===== src/rtl/hidden_weight_loader.sv =====
// hidden_weight_loader
// Writer side of the hidden-layer weight interface. Accepts N_WEIGHTS words from a
// valid/ready stream. Each accepted word is written to the next contiguous address one
// cycle later. The layer's run_en is raised once a complete set has been written.
// Optional build macro: CHECKSUM_EN. When defined, a 16-bit running sum of the accepted
// words is compared with exp_sum at the end of a load. A mismatch sets err and keeps
// run_en low.
module hidden_weight_loader #(
  parameter int DATA_W    = 10,
  parameter int N_WEIGHTS = 65,
  parameter int ADDR_W    = 7
) (
  input  logic              Clock,
  input  logic              Rst,
  input  logic              start,
  input  logic              abort,
  input  logic              s_valid,
  output logic              s_ready,
  input  logic [DATA_W-1:0] s_data,
  input  logic [15:0]       exp_sum,
  output logic              WE,
  output logic [ADDR_W-1:0] wAddr,
  output logic [DATA_W-1:0] wData,
  output logic              busy,
  output logic              done,
  output logic              run_en,
  output logic              err
);

  typedef enum logic [1:0] {
    IDLE = 2'd0,
    LOAD = 2'd1,
    DONE = 2'd2
  } state_t;

  localparam logic [ADDR_W-1:0] LAST_ADDR = ADDR_W'(N_WEIGHTS - 1);

  state_t            state_r;
  state_t            nextState_s;
  logic [ADDR_W-1:0] count_r;
  logic [ADDR_W-1:0] countNext_s;
  logic              accept_s;
  logic              startOk_s;
  logic              mismatch_s;
  logic              sReadyNext_s;
  logic              weNext_s;
  logic              busyNext_s;
  logic              doneNext_s;
  logic              runEnNext_s;
  logic [ADDR_W-1:0] wAddrNext_s;
  logic [DATA_W-1:0] wDataNext_s;

  // s_ready is high exactly while in LOAD, so a beat is a valid word seen during LOAD
  assign accept_s  = s_valid & s_ready;
  // abort outranks start when both arrive in IDLE
  assign startOk_s = (state_r == IDLE) & start & ~abort;

`ifdef CHECKSUM_EN
  logic [15:0] sum_r;
  logic [15:0] expSum_r;
  logic        err_r;

  function automatic logic [15:0] sumAdd(input logic [15:0] acc, input logic [DATA_W-1:0] word);
    return acc + 16'(word);
  endfunction

  assign mismatch_s = (sum_r != expSum_r);
  assign err        = err_r;

  // Running sum of accepted words; the expected sum is captured with the start that opens the load
  always_ff @(posedge Clock) begin
    if (Rst) begin
      sum_r    <= 16'd0;
      expSum_r <= 16'd0;
    end else if (startOk_s) begin
      sum_r    <= 16'd0;
      expSum_r <= exp_sum;
    end else if (accept_s) begin
      sum_r    <= sumAdd(sum_r, s_data);
      expSum_r <= expSum_r;
    end else begin
      sum_r    <= sum_r;
      expSum_r <= expSum_r;
    end
  end

  // Checksum verdict is taken in the DONE cycle and cleared by the next accepted start
  always_ff @(posedge Clock) begin
    if (Rst) begin
      err_r <= 1'b0;
    end else if (startOk_s) begin
      err_r <= 1'b0;
    end else if (state_r == DONE) begin
      err_r <= mismatch_s;
    end else begin
      err_r <= err_r;
    end
  end
`else
  logic unusedExpSum_s;
  assign unusedExpSum_s = ^exp_sum;
  assign mismatch_s     = 1'b0;
  assign err            = 1'b0;
`endif

  // State register
  always_ff @(posedge Clock) begin
    if (Rst) begin
      state_r <= IDLE;
    end else begin
      state_r <= nextState_s;
    end
  end

  // Next-state decision; abort in LOAD outranks completion of the last beat
  always_comb begin
    nextState_s = state_r;
    case (state_r)
      IDLE: begin
        if (startOk_s) nextState_s = LOAD;
        else           nextState_s = IDLE;
      end
      LOAD: begin
        if (abort)                                    nextState_s = IDLE;
        else if (accept_s && (count_r == LAST_ADDR))  nextState_s = DONE;
        else                                          nextState_s = LOAD;
      end
      DONE:    nextState_s = IDLE;
      default: nextState_s = IDLE;
    endcase
  end

  // Next values of the registered outputs and the beat counter
  always_comb begin
    sReadyNext_s = (nextState_s == LOAD);
    busyNext_s   = (nextState_s == LOAD);
    doneNext_s   = (nextState_s == DONE);
    weNext_s     = accept_s;
    wAddrNext_s  = wAddr;
    wDataNext_s  = wData;
    countNext_s  = count_r;
    runEnNext_s  = run_en;

    if (accept_s) begin
      wAddrNext_s = count_r;
      wDataNext_s = s_data;
    end else begin
      wAddrNext_s = wAddr;
      wDataNext_s = wData;
    end

    if (startOk_s) begin
      countNext_s = {ADDR_W{1'b0}};
      runEnNext_s = 1'b0;
    end else if (accept_s) begin
      countNext_s = count_r + ADDR_W'(1);
      runEnNext_s = run_en;
    end else if (state_r == DONE) begin
      countNext_s = count_r;
      runEnNext_s = ~mismatch_s;
    end else begin
      countNext_s = count_r;
      runEnNext_s = run_en;
    end
  end

  // Output and counter registers
  always_ff @(posedge Clock) begin
    if (Rst) begin
      count_r <= {ADDR_W{1'b0}};
      s_ready <= 1'b0;
      WE      <= 1'b0;
      wAddr   <= {ADDR_W{1'b0}};
      wData   <= {DATA_W{1'b0}};
      busy    <= 1'b0;
      done    <= 1'b0;
      run_en  <= 1'b0;
    end else begin
      count_r <= countNext_s;
      s_ready <= sReadyNext_s;
      WE      <= weNext_s;
      wAddr   <= wAddrNext_s;
      wData   <= wDataNext_s;
      busy    <= busyNext_s;
      done    <= doneNext_s;
      run_en  <= runEnNext_s;
    end
  end

endmodule

===== config.mk =====
export PLATFORM = sky130hd
export DESIGN_NAME = hidden_weight_loader
export DESIGN_NICKNAME = d
export VERILOG_FILES = /design/src/rtl/hidden_weight_loader.sv
export SDC_FILE = /design/constraint.sdc
export NUM_CORES = 1
export LEC_CHECK = 0
export ABC_CLOCK_PERIOD_IN_PS = 3700
export CORE_UTILIZATION = 42
export CTS_CLUSTER_DIAMETER = 30
export CTS_CLUSTER_SIZE = 30
export DETAILED_ROUTE_END_ITERATION = 12
export PLACE_DENSITY = 0.82
export SYNTH_ARGS = -nofsm -noshare
export SYNTH_HDL_FRONTEND = slang
export SYNTH_SLANG_ARGS = --single-unit

===== constraint.sdc =====
create_clock -name Clock -period 3.7 [get_ports Clock]
set_input_delay 0.74 -clock Clock [delete_from_list [all_inputs] [get_ports Clock]]
set_output_delay 0.74 -clock Clock [all_outputs]
set_load 0.005 [all_outputs]

Word level (Yosys, flattened, before mapping)
Cells that the tools add are included.
Widths: inputs -> output; s select.
{"block": "classes", "bitwise_logic": 5, "n_mux": 4, "n_reduce_logical": 4, "eq_ne": 5, "addsub": 1}
{"op": "$add 7x1->7 const B", "count": 1}
{"op": "$eq 7x7->1 const B", "count": 1}
{"op": "$eq 2x1->1 const B", "count": 2}
{"op": "$eq 2x2->1 const B", "count": 2}
{"op": "$mux 2", "count": 2}
{"op": "$pmux 2 s2", "count": 1}
{"op": "$and 1x1->1", "count": 3}
{"op": "$logic_not 2->1", "count": 1}
{"op": "$not 1->1", "count": 2}
{"op": "$reduce_and 2->1", "count": 1}
{"op": "$reduce_or 2->1", "count": 1}
{"op": "$logic_and 1x1->1", "count": 1}
{"op": "$mux 1", "count": 1}
{"block": "word_totals", "in_bits": 31, "regBits": 30, "out_inout_bits": 23, "word_cells": 27}

Longest topological paths before layout
{"block": "logic_depth", "word_depth": 6, "mapped_depth": 4, "ltp_nobuf": 4}

Worst setup path before layout
OpenSTA, ideal clock, no wires.
{"block": "synth_timing", "path_type": "input-to-reg", "start": "input s_valid", "end": "register count_r[5]", "required_ns": 3.630, "setup_slack_ns": 2.208, "t_arrival_ns": 1.422, "setup_time_ns": 0.070, "stages": 3, "path_buffers": 0, "cell_sequence": "nand2_2 > or4_1 > a21oi_1"}
{"block": "synth_via", "elab_chain_cells": 1}
{"item": "from (decl)", "line_no": "17", "text": "input logic s_valid,"}
{"item": "$and 1x1->1", "line_no": "54", "text": "assign accept_s = s_valid & s_ready;"}
{"item": "to (signal assigned)", "line_no": "170", "text": "count_r <= {ADDR_W{1'b0}};"}
{"item": "to (signal assigned)", "line_no": "179", "text": "count_r <= countNext_s;"}
{"item": "to (decl)", "line_no": "40", "text": "logic [ADDR_W-1:0] count_r;"}
Every way passes these cells.
A chain may end at the register's enable or synchronous reset.

Worst setup path after layout
Same ends and word-level chain as after synthesis.

==> results.py <==
metrics = {
    "worst_setup_path": {
        "critPathTopFamily": "simple AND/OR/NAND/NOR gates",
        "cp.buffers_inverters": 1,
        "cp_slowest_stage_delay_ns": 0.58,
        "required_ns": 3.97,
        "endpoint_kind": "register",
        "critPathSlowestCell": "or4_1",
        "cp-start-kind": "primary input",
        "path_class": "primary input to register",
        "cp_cell_sequence": "clkdlybuf4s50_1 > nand2_2 > or4_1 > a21oi_1",
        "cp_max_fo": 24,
        "arrival_ns": 2.30,
    },
    "sta": {
        "finalSetupViolCount": 0,
        "layout_min_cycle_time_ns": 2.04,
        "fmax_mhz": 491,
        "rsz0062_at_grt": "false",
        "final.setup.tns_ns": 0,
        "slew_headroom_pct": 50.7,
        "clock_skew_ns": 0.00400,
        "period_share_pct": 55.0,
        "worst_pin_slew_ns": 0.740,
        "hold_viol_final": 0,
        "hold_ws_ns": 0.456,
        "slew_viol_final": 0,
    },
    "grt": {
        "grt_max_degree": 25,
        "grt_pass1_wl_mm": 3.88,
        "grt-ovfl-total": 0,
        "grt_pass1_vias": 928,
        "grt_use_total_pct": 19.5,
        "grt_antenna_before_repair": 0,
    },
    "drt": {
        "routed_wl_mm": 2.48,
        "routedLengthMet1_mm": 1.06,
        "drt_pre_antenna_iters": 4,
        "wl_met2_mm": 1.23,
        "drt-initial-drc-count": 12,
        "postRouteAntennaNets": 0,
        "met3_length_um": 149,
        "viasPerCell": 5.17,
        "vias": 1040,
        "drc_errors": 0,
        "wl_per_cell_um": 12.3,
        "highest_layer": "met4",
    },
    "floorplan": {
        "die_w_um": 53.6,
        "die_h_um": 53.6,
        "ios": 54,
        "rows": 18,
        "initial_core_util_pct": 44.8,
        "coreArea_um2": 2500,
        "die_area_um2": 2880,
    },
    "logic_synthesis": {
        "synth_nets": 168,
        "netlist_area_um2": 1120,
        "synth-edff-count": 0,
        "syn_inst": 135,
        "synth_cell_types": 26,
        "async_flop_share_pct": 0,
        "synth_top_flop_cell": "dfxtp_1",
        "synth_xor_xnor_area_share_pct": 1.56,
        "synth_compound_area_share_pct": 14.7,
        "yosysSeqAreaShare_pct": 53.6,
        "yosysWarnings": 0,
        "synth_top_family_by_area": "simple AND/OR/NAND/NOR gates",
        "ys_seq_elements": 30,
        "synth_fa_ha_area_share_pct": 2.23,
        "synthSimpleGateAreaFrac_pct": 22.6,
        "muxShareOfSynthArea_pct": 0,
        "synth.avg_cell_area_um2": 8.29,
    },
    "finish": {
        "final_layout_size_suffix_gt1_share_pct": 5.26,
        "n_antenna_cell": 0,
        "area_growth_pct": 37.3,
        "final_nets": 203,
    },
    "flow_run": {
        "maxCapViolCount": 0,
    },
    "hold_path": {
        "hp-class": "register to register",
    },
    "pwr": {
        "cellLeakagePower_nw": 0.520,
        "pwr_density_cell_nw_per_um2": 374,
        "vdd_ir_drop_max_uv": 272,
    },
    "clock_tree": {
        "clk_pin_slew_ns": 0.09,
        "ctsResizeCount": 0,
        "htreeDepth": 2,
        "cts_root_buffer": "clkbuf_4",
        "cts.path.max_buffers": 2,
        "clock-sinks": 30,
        "numCtsBuffers": 5,
        "cts_setup_buffers": 0,
        "cts_hold_buf": 0,
        "cts_tree": "yes",
        "clkLatencyLatePin_ns": 0.33,
    },
    "run_status": {
        "status": "finished, final reports clean",
    },
    "place": {
        "dp_hpwl_mm": 1.73,
        "port_buffers": 36,
        "place_congestion": 0.708,
    },
}
cell families after synthesis:
family	after synthesis
simple gates	57
compound gates	31
buf+inv	12
xor+xnor	2
other cells	1
fa+ha+maj	2
flops	30
report_power, final:
| part | leakage [nW] | total (mW) | switching, mW | internal (mW) |
|---|---|---|---|---|
| clock | 0.0353 | 0.203 | 0.112 | 0.0919 |
| combinational | 0.242 | 0.0410 | 0.0177 | 0.0234 |
| sequential | 0.242 | 0.330 | 0.00317 | 0.327 |
| total | 0.520 | 0.575 | 0.132 | 0.442 |
layout make-up:
type                       count  area, um^2
multi-input combinational     93         464
inverter                       4        15.0
fill                         213         962
tap                           30        37.5
sequential                    30         601
clock inverter                 1        5.00
clock buffer                   7        55.1
timing repair buffer          36         360
synthesized netlist by cell type, types with 3 or more instances:
cell type	n	area [um^2]
nand2_1	37	139
dfxtp_1	30	601
a21oi_1	22	110
nor2_1	5	18.8
clkbuf_1	4	15.0
inv_1	4	15.0
o21ai_0	4	20.0
a31oi_1	3	18.8
nand3_1	3	15.0
or3_1	3	18.8
layer usage:
layer | up-vias | global-route usage [%]
met5 | - | 0
met4 | 0 | 7.89
met3 | 4 | 8.47
met2 | 29 | 34.0
met1 | 487 | 20.5
li1 | 520 | -
worst reg2reg max path, delay by kind of cell (launching register included):
kind	cells	cell delay, ns
flip-flops	1	0.43
AO/OA/AOI/OAI	1	0.16
AND/OR/NAND/NOR	2	0.90
path summary, 6_finish.rpt:
kind / startpoint / depth (start not counted) / to / slack, ns
setup / recovery: s_valid / 4 / count_r[5] / 1.66
hold / removal: wData[2] / 2 / wData[2] / 0.46
setup reg to reg: busy / 3 / count_r[5] / 2.16
hold reg to reg: wData[2] / 2 / wData[2] / 0.46
registers in the layout (all words and copies together), names as in the netlist:
signal   flops
wAddr        7
busy         1
run_en       1
WE           1
count_r      7
state_r      2
wData       10
done         1
placed cells by master (no fill, tap or decap):
| cell type | Yosys | routed |
|---|---|---|
| o31ai_1 | 1 | 1 |
| clkbuf_8 | 0 | 1 |
| clkinv_2 | 0 | 1 |
| nand2_2 | 1 | 1 |
| xor2_1 | 1 | 1 |
| and2_1 | 1 | 1 |
| ha_1 | 2 | 2 |
| dfxtp_1 | 30 | 30 |
| nand3_1 | 3 | 3 |
| clkdlybuf4s50_1 | 0 | 36 |
| o21ai_0 | 4 | 4 |
| clkbuf_1 | 4 | 1 |
| clkbuf_4 | 0 | 5 |
| nor3_1 | 1 | 1 |
| and4_1 | 2 | 2 |
| nor2_1 | 5 | 5 |
| nand2_1 | 37 | 37 |
| nand4_1 | 1 | 1 |
| or3_1 | 3 | 3 |
| a21oi_1 | 22 | 22 |
| nor4_1 | 1 | 1 |
| inv_1 | 4 | 4 |
| a31o_2 | 1 | 1 |
| a31oi_1 | 3 | 3 |
| or4_1 | 1 | 1 |
| and3_1 | 1 | 1 |
| conb_1 | 1 | 1 |
| xnor2_1 | 1 | 1 |
stage by stage:
stage	utilization (%)	cells	setup slack [ns]	power [mW]	cell area (um^2)
floorplan	-	135	2.21	0.354	1120
finish	61.5	201	1.66	0.575	1540
detailed placement	59.1	193	1.33	0.379	1480
global placement	59.1	193	1.37	0.377	1480
global route	61.5	201	1.57	0.603	1540
CTS	61.5	201	1.65	0.581	1540
(Power assumes the default switching activity.)
